--- src/rtl/ring_decoder.sv ---
// ring_decoder: receive-side decoder/monitor for a one-hot ring counter bus.
// Samples a WIDTH-bit ring code, decodes it to a binary phase index, checks
// one-hot legality and shift-right rotation order, tracks lock and keeps a
// saturating error count. All outputs are registered (1 clk latency).
//
// Optional build macro: RING_ERR_STICKY_EN
//   Adds err_clr input and err_sticky output. err_sticky latches any error
//   until err_clr is seen on a clock edge, which also clears err_cnt. An
//   error in the same cycle as err_clr wins.
//
// Handshake: ring_vld qualifies ring_in for exactly the cycle it is high;
// there is no backpressure. Each valid sample produces exactly one of
// phase_vld or illegal (plus seq_err alongside phase_vld on an order error)
// one clock later; cycles without ring_vld produce no pulses.
//
// The lock FSM register is the signal 'state' (type lock_state_t) for
// checker binding.
module ring_decoder #(
  parameter int WIDTH    = 4,
  parameter int LOCK_CNT = 3,
  parameter int ERR_W    = 8
) (
  input  logic                     clk,
  input  logic                     rst,
  input  logic [WIDTH-1:0]         ring_in,
  input  logic                     ring_vld,
`ifdef RING_ERR_STICKY_EN
  input  logic                     err_clr,
  output logic                     err_sticky,
`endif
  output logic [$clog2(WIDTH)-1:0] phase,
  output logic                     phase_vld,
  output logic                     illegal,
  output logic                     seq_err,
  output logic                     locked,
  output logic [ERR_W-1:0]         err_cnt
);

  localparam int PW = $clog2(WIDTH);
  localparam int RW = $clog2(LOCK_CNT + 1);
  localparam logic [ERR_W-1:0] ERR_MAX = '1;

  typedef enum logic [1:0] {
    ST_UNLOCKED = 2'd0,
    ST_ACQUIRE  = 2'd1,
    ST_LOCKED   = 2'd2
  } lock_state_t;

  lock_state_t      state;
  logic [WIDTH-1:0] prev;
  logic             have_prev;
  logic [RW-1:0]    run;

  logic             is_legal;
  logic             in_order;
  logic [WIDTH-1:0] expected;
  logic [PW-1:0]    dec_phase;
  logic [RW-1:0]    run_inc;
  logic             err_now;
  logic [ERR_W-1:0] err_inc;

  // Priority-free decode: for a legal one-hot code only one bit matches.
  always_comb begin
    dec_phase = '0;
    for (int p = 0; p < WIDTH; p++) begin
      if (ring_in[p]) dec_phase = PW'(WIDTH - 1 - p);
    end
  end

  // Legality, expected rotation and saturating helpers.
  always_comb begin
    is_legal = (ring_in != '0) && ((ring_in & (ring_in - WIDTH'(1))) == '0);
    expected = {prev[0], prev[WIDTH-1:1]};
    in_order = (ring_in == expected);
    run_inc  = (run == RW'(LOCK_CNT)) ? run : run + RW'(1);
    err_now  = ring_vld && (!is_legal || (have_prev && !in_order));
    err_inc  = (err_cnt == ERR_MAX) ? err_cnt : err_cnt + ERR_W'(1);
  end

  // Lock FSM with decode, history tracking and registered pulses.
  always_ff @(posedge clk or negedge rst) begin
    if (!rst) begin
      state     <= ST_UNLOCKED;
      prev      <= '0;
      have_prev <= 1'b0;
      run       <= '0;
      phase     <= '0;
      phase_vld <= 1'b0;
      illegal   <= 1'b0;
      seq_err   <= 1'b0;
    end else begin
      phase_vld <= 1'b0;
      illegal   <= 1'b0;
      seq_err   <= 1'b0;
      if (ring_vld) begin
        if (!is_legal) begin
          illegal   <= 1'b1;
          have_prev <= 1'b0;
          run       <= '0;
          state     <= ST_UNLOCKED;
        end else begin
          phase     <= dec_phase;
          phase_vld <= 1'b1;
          prev      <= ring_in;
          have_prev <= 1'b1;
          if (!have_prev) begin
            // First legal sample after reset or an illegal code: no order check.
            run   <= RW'(1);
            state <= (LOCK_CNT == 1) ? ST_LOCKED : ST_ACQUIRE;
          end else if (in_order) begin
            run <= run_inc;
            if (run_inc == RW'(LOCK_CNT)) state <= ST_LOCKED;
          end else begin
            // Out of order (including a repeated code): restart acquisition.
            seq_err <= 1'b1;
            run     <= RW'(1);
            state   <= ST_ACQUIRE;
          end
        end
      end
    end
  end

  assign locked = (state == ST_LOCKED);

`ifdef RING_ERR_STICKY_EN
  // Saturating error counter and sticky flag; a new error beats err_clr.
  always_ff @(posedge clk or negedge rst) begin
    if (!rst) begin
      err_cnt    <= '0;
      err_sticky <= 1'b0;
    end else if (err_clr) begin
      err_cnt    <= err_now ? ERR_W'(1) : '0;
      err_sticky <= err_now;
    end else if (err_now) begin
      err_cnt    <= err_inc;
      err_sticky <= 1'b1;
    end
  end
`else
  // Saturating error counter, cleared only by reset.
  always_ff @(posedge clk or negedge rst) begin
    if (!rst) begin
      err_cnt <= '0;
    end else if (err_now) begin
      err_cnt <= err_inc;
    end
  end
`endif

endmodule

--- config.mk ---
export PLATFORM = sky130hd
export DESIGN_NAME = ring_decoder
export DESIGN_NICKNAME = d
export VERILOG_FILES = /design/src/rtl/ring_decoder.sv
export SDC_FILE = /design/constraint.sdc
export NUM_CORES = 1
export LEC_CHECK = 0
export BUFFER_PORTS_ARGS = -buffer_cell sky130_fd_sc_hd__clkbuf_2
export CAP_MARGIN = 10
export CORE_AREA = 3 3 51 53
export CTS_CLUSTER_SIZE = 28
export DETAILED_ROUTE_END_ITERATION = 16
export DIE_AREA = 0 0 54 56
export GPL_TIMING_DRIVEN = 0
export PLACE_DENSITY_LB_ADDON = 0.15
export SLEW_MARGIN = 20
export SYNTH_ARGS = -nofsm -noshare
export SYNTH_HDL_FRONTEND = slang
export SYNTH_SLANG_ARGS = --single-unit
--- constraint.sdc ---
create_clock -name clk -period 2.1 [get_ports clk]
set_input_delay 0.105 -clock clk [delete_from_list [all_inputs] [get_ports clk]]
set_output_delay 0.105 -clock clk [all_outputs]
set_load 0.02 [all_outputs]
==> impl_metrics.ini <==
[synthesis]
synth.distinct_cells = 33
synth_area_um2 = 1160
ys_ff_latch = 22
synth_area_per_cell_um2 = 11.5
synth_cells = 101
syn_nets = 109
ys_seq_area_share_pct = 47.3
yosys_warnings = 0

[drt]
vias = 810
dr.pass1.iters = 3
drc = 0
viasPerCell = 5.47
routed_wl_um = 2140
wl_per_cell_um = 14.4
drt_iter0_markers = 14
postRouteAntennaNets = 0

[cts]
cts.clk_slew.worst_paths_ns = 0.12
cts_htree_levels = 1
cts_resized = 0
cts_root_buffer = clkbuf_4
cts_buffers = 3
insertion_delay_ns = 0.31
cts.sinks = 22
cts_tree = yes
cts_buffer_depth = 2
postCtsSetupRepairBufs = 0

[sta]
hold_viol_final = 0
layout_min_cycle_time_ns = 1.79
rsz0062_at_grt = no
fin_setup_tns_ns = 0
fmax_mhz = 558
skew_ns = 0.00628
timing.hold.ws_ns = 0.0195
slew_viol_final = 0
relSlewSlack_pct = 61.3
max_slew.worst_pin.slew_ns = 0.578
final.period_utilization_pct = 85.3
setup_viol_count_final = 0
fin_ws_ns = 0.308

[floorplan]
io_pins = 21
die_w_um = 54
core-area_um2 = 2190
rows = 17
die-area_um2 = 3020
die_h_um = 56
initial_utilization_pct = 53.1

[worst_setup_path]
crit_fanout = 8
end_kind = register
r2r-start = prev[2]$_DFFE_PN0P_
reg2reg_to = err_cnt[1]$_DFFE_PN0P_
worst-r2r-cell-count = 4
crit_required_ns = 2.31
reg2reg_slack_ns = 0.31
critPathKind = register to register
arrival_ns = 2.00
worst_setup_path_start_kind = register

[power]
powerDensity_nw_per_um2 = 965
switchingPower_uw = 492
clockPowerShare_pct = 15.2
ir_drop_uv = 655
seq_power_share_pct = 50.4
pwr-share-comb_pct = 34.4
p_leak_uw = 0.000609
swShare_pct = 39.0
power.internal_uw = 768

[run_status]
status = completed

[final_layout]
final_cell_mix = 22 x dfrtp_1, 15 x clkbuf_2, 10 x xor2_1
layout-drive-gt1-share_pct = 30.0
layout.cells.most_common = dfrtp_1
finish.utilization_pct = 59.6
final_cells = 148
syn2layout_area_growth_pct = 12.3
diodes = 0
nets = 130

[worst_hold_path]
min_path_type = input port to register
hold_depth = 2
hold_end = phase[0]$_DFFE_PN0P_
hold_start = ring_in[1]

[place]
gp_congestion = 0.742
dpl_worst_slack_ns = 0.305
dpl.cell_count = 144
numPortBuffers = 15
dp_hpwl_um = 1570

[grt]
antenna_found_initial = 0
first_global_vias = 824
grt_pass1_wl_um = 3760
grt_max_degree = 23
grt_util_all_layers_pct = 16.7
gr-total-overflow = 0

[run]
cap_viol_max_count = 0
## worst max path at each step
stage | from | to | slack [ns] | depth (start not counted)
after floorplan | err_cnt[0]$_DFFE_PN0P_ | err_cnt[1]$_DFFE_PN0P_ | 0.37 | 5
after global placement | prev[2]$_DFFE_PN0P_ | err_cnt[1]$_DFFE_PN0P_ | 0.33 | 4
after detailed placement | prev[2]$_DFFE_PN0P_ | err_cnt[1]$_DFFE_PN0P_ | 0.30 | 4
after CTS | prev[2]$_DFFE_PN0P_ | err_cnt[1]$_DFFE_PN0P_ | 0.27 | 4
after global routing | prev[2]$_DFFE_PN0P_ | err_cnt[1]$_DFFE_PN0P_ | 0.22 | 4
final | prev[2]$_DFFE_PN0P_ | err_cnt[1]$_DFFE_PN0P_ | 0.31 | 4
## power groups by stage
| stage | sequential (uW) | combinational [uW] | clock, uW |
|---|---|---|---|
| floorplan | 706 | 240 | 0 |
| global placement | 637 | 431 | 0 |
| detailed placement | 644 | 440 | 0 |
| CTS | 636 | 443 | 198 |
| global route | 654 | 478 | 216 |
| finish | 635 | 434 | 191 |
## layer usage
metal  global-route usage [%]  vias up  share of wire, %  wire (um)
li1                         -      400                 -          -
met3                     2.41        4               2.8         60
met4                     9.61        0               2.6         56
met2                     25.8       12                49       1050
met1                     21.7      394                45        967
met5                        0        -                 0          0
## cell families (layout without fill, tap and decap cells)
kind of cell | count (synthesis) | in the layout | share of synthesized area, %
DFF | 22 | 22 | 47.3
xor gates and xnor gates | 12 | 12 | 11.3
buffers and inverters | 12 | 31 | 6.34
and+or+nand+nor | 27 | 27 | 11.5
adders and majority gates | 1 | 1 | 1.08
AOI/OAI and AO/OA | 22 | 22 | 17.3
muxes | 5 | 5 | 5.16
## stage by stage
| step | cell area [um2] | power [uW] |
|---|---|---|
| 5_1_grt | 1310 | 1350 |
| 3_3_place_gp | 1270 | 1070 |
| 2_1_floorplan | 1160 | 946 |
| 6_report | 1310 | 1260 |
| 3_5_place_dp | 1270 | 1080 |
| 4_1_cts | 1310 | 1280 |
## critical path, cell delays in order, from the launching register on
cell	delay [ns]
dfrtp_1	0.43
xor2_2	0.17
o41ai_4	0.62
a21oi_2	0.15
mux2_4	0.32
## what timing repair did
action,4_1_cts,5_1_grt
setup endpoints to repair,0,0
endpoints found under the hold margin,22,0
hold buffers,1,0
## sequential cells by signal (all words and copies together) (netlist names)
register and count:
illegal 1, state 2, seq_err 1, prev 4, have_prev 1, err_cnt 8, phase_vld 1, run 2
phase 2
## Yosys cell counts (all sizes together)
master / n / share of area, %
nand4: 1 / 0.54
o2bb2ai: 1 / 0.75
nand2: 8 / 2.6
nor4b: 2 / 1.5
nand3: 4 / 1.7
or4: 1 / 0.75
a211o: 1 / 0.75
a31oi: 2 / 1.1
a21oi: 5 / 2.5
a22o: 1 / 0.75
o41ai: 2 / 3.1
mux2: 5 / 5.2
or3: 1 / 0.54
a211oi: 7 / 4.5
ha: 1 / 1.1
buf: 6 / 4.4
inv: 6 / 1.9
and3: 1 / 0.54
nor2b: 1 / 0.54
dfrtp: 22 / 47
o31ai: 1 / 1.8
nor4: 1 / 0.54
nor2: 7 / 2.3
a221oi: 1 / 0.75
xor2: 12 / 11
a2111oi: 1 / 1.3
## layout make-up
| class | instances | area, um2 |
|---|---|---|
| flip-flops and latches | 22 | 551 |
| fillers | 198 | 885 |
| inverters | 6 | 22.5 |
| well taps | 28 | 35.0 |
| multi-input cells | 67 | 539 |
| repair buffers | 16 | 85.1 |
| clock buffers | 3 | 22.5 |
| plain buffers | 6 | 51.3 |
Power figures use the tool's default switching activity.
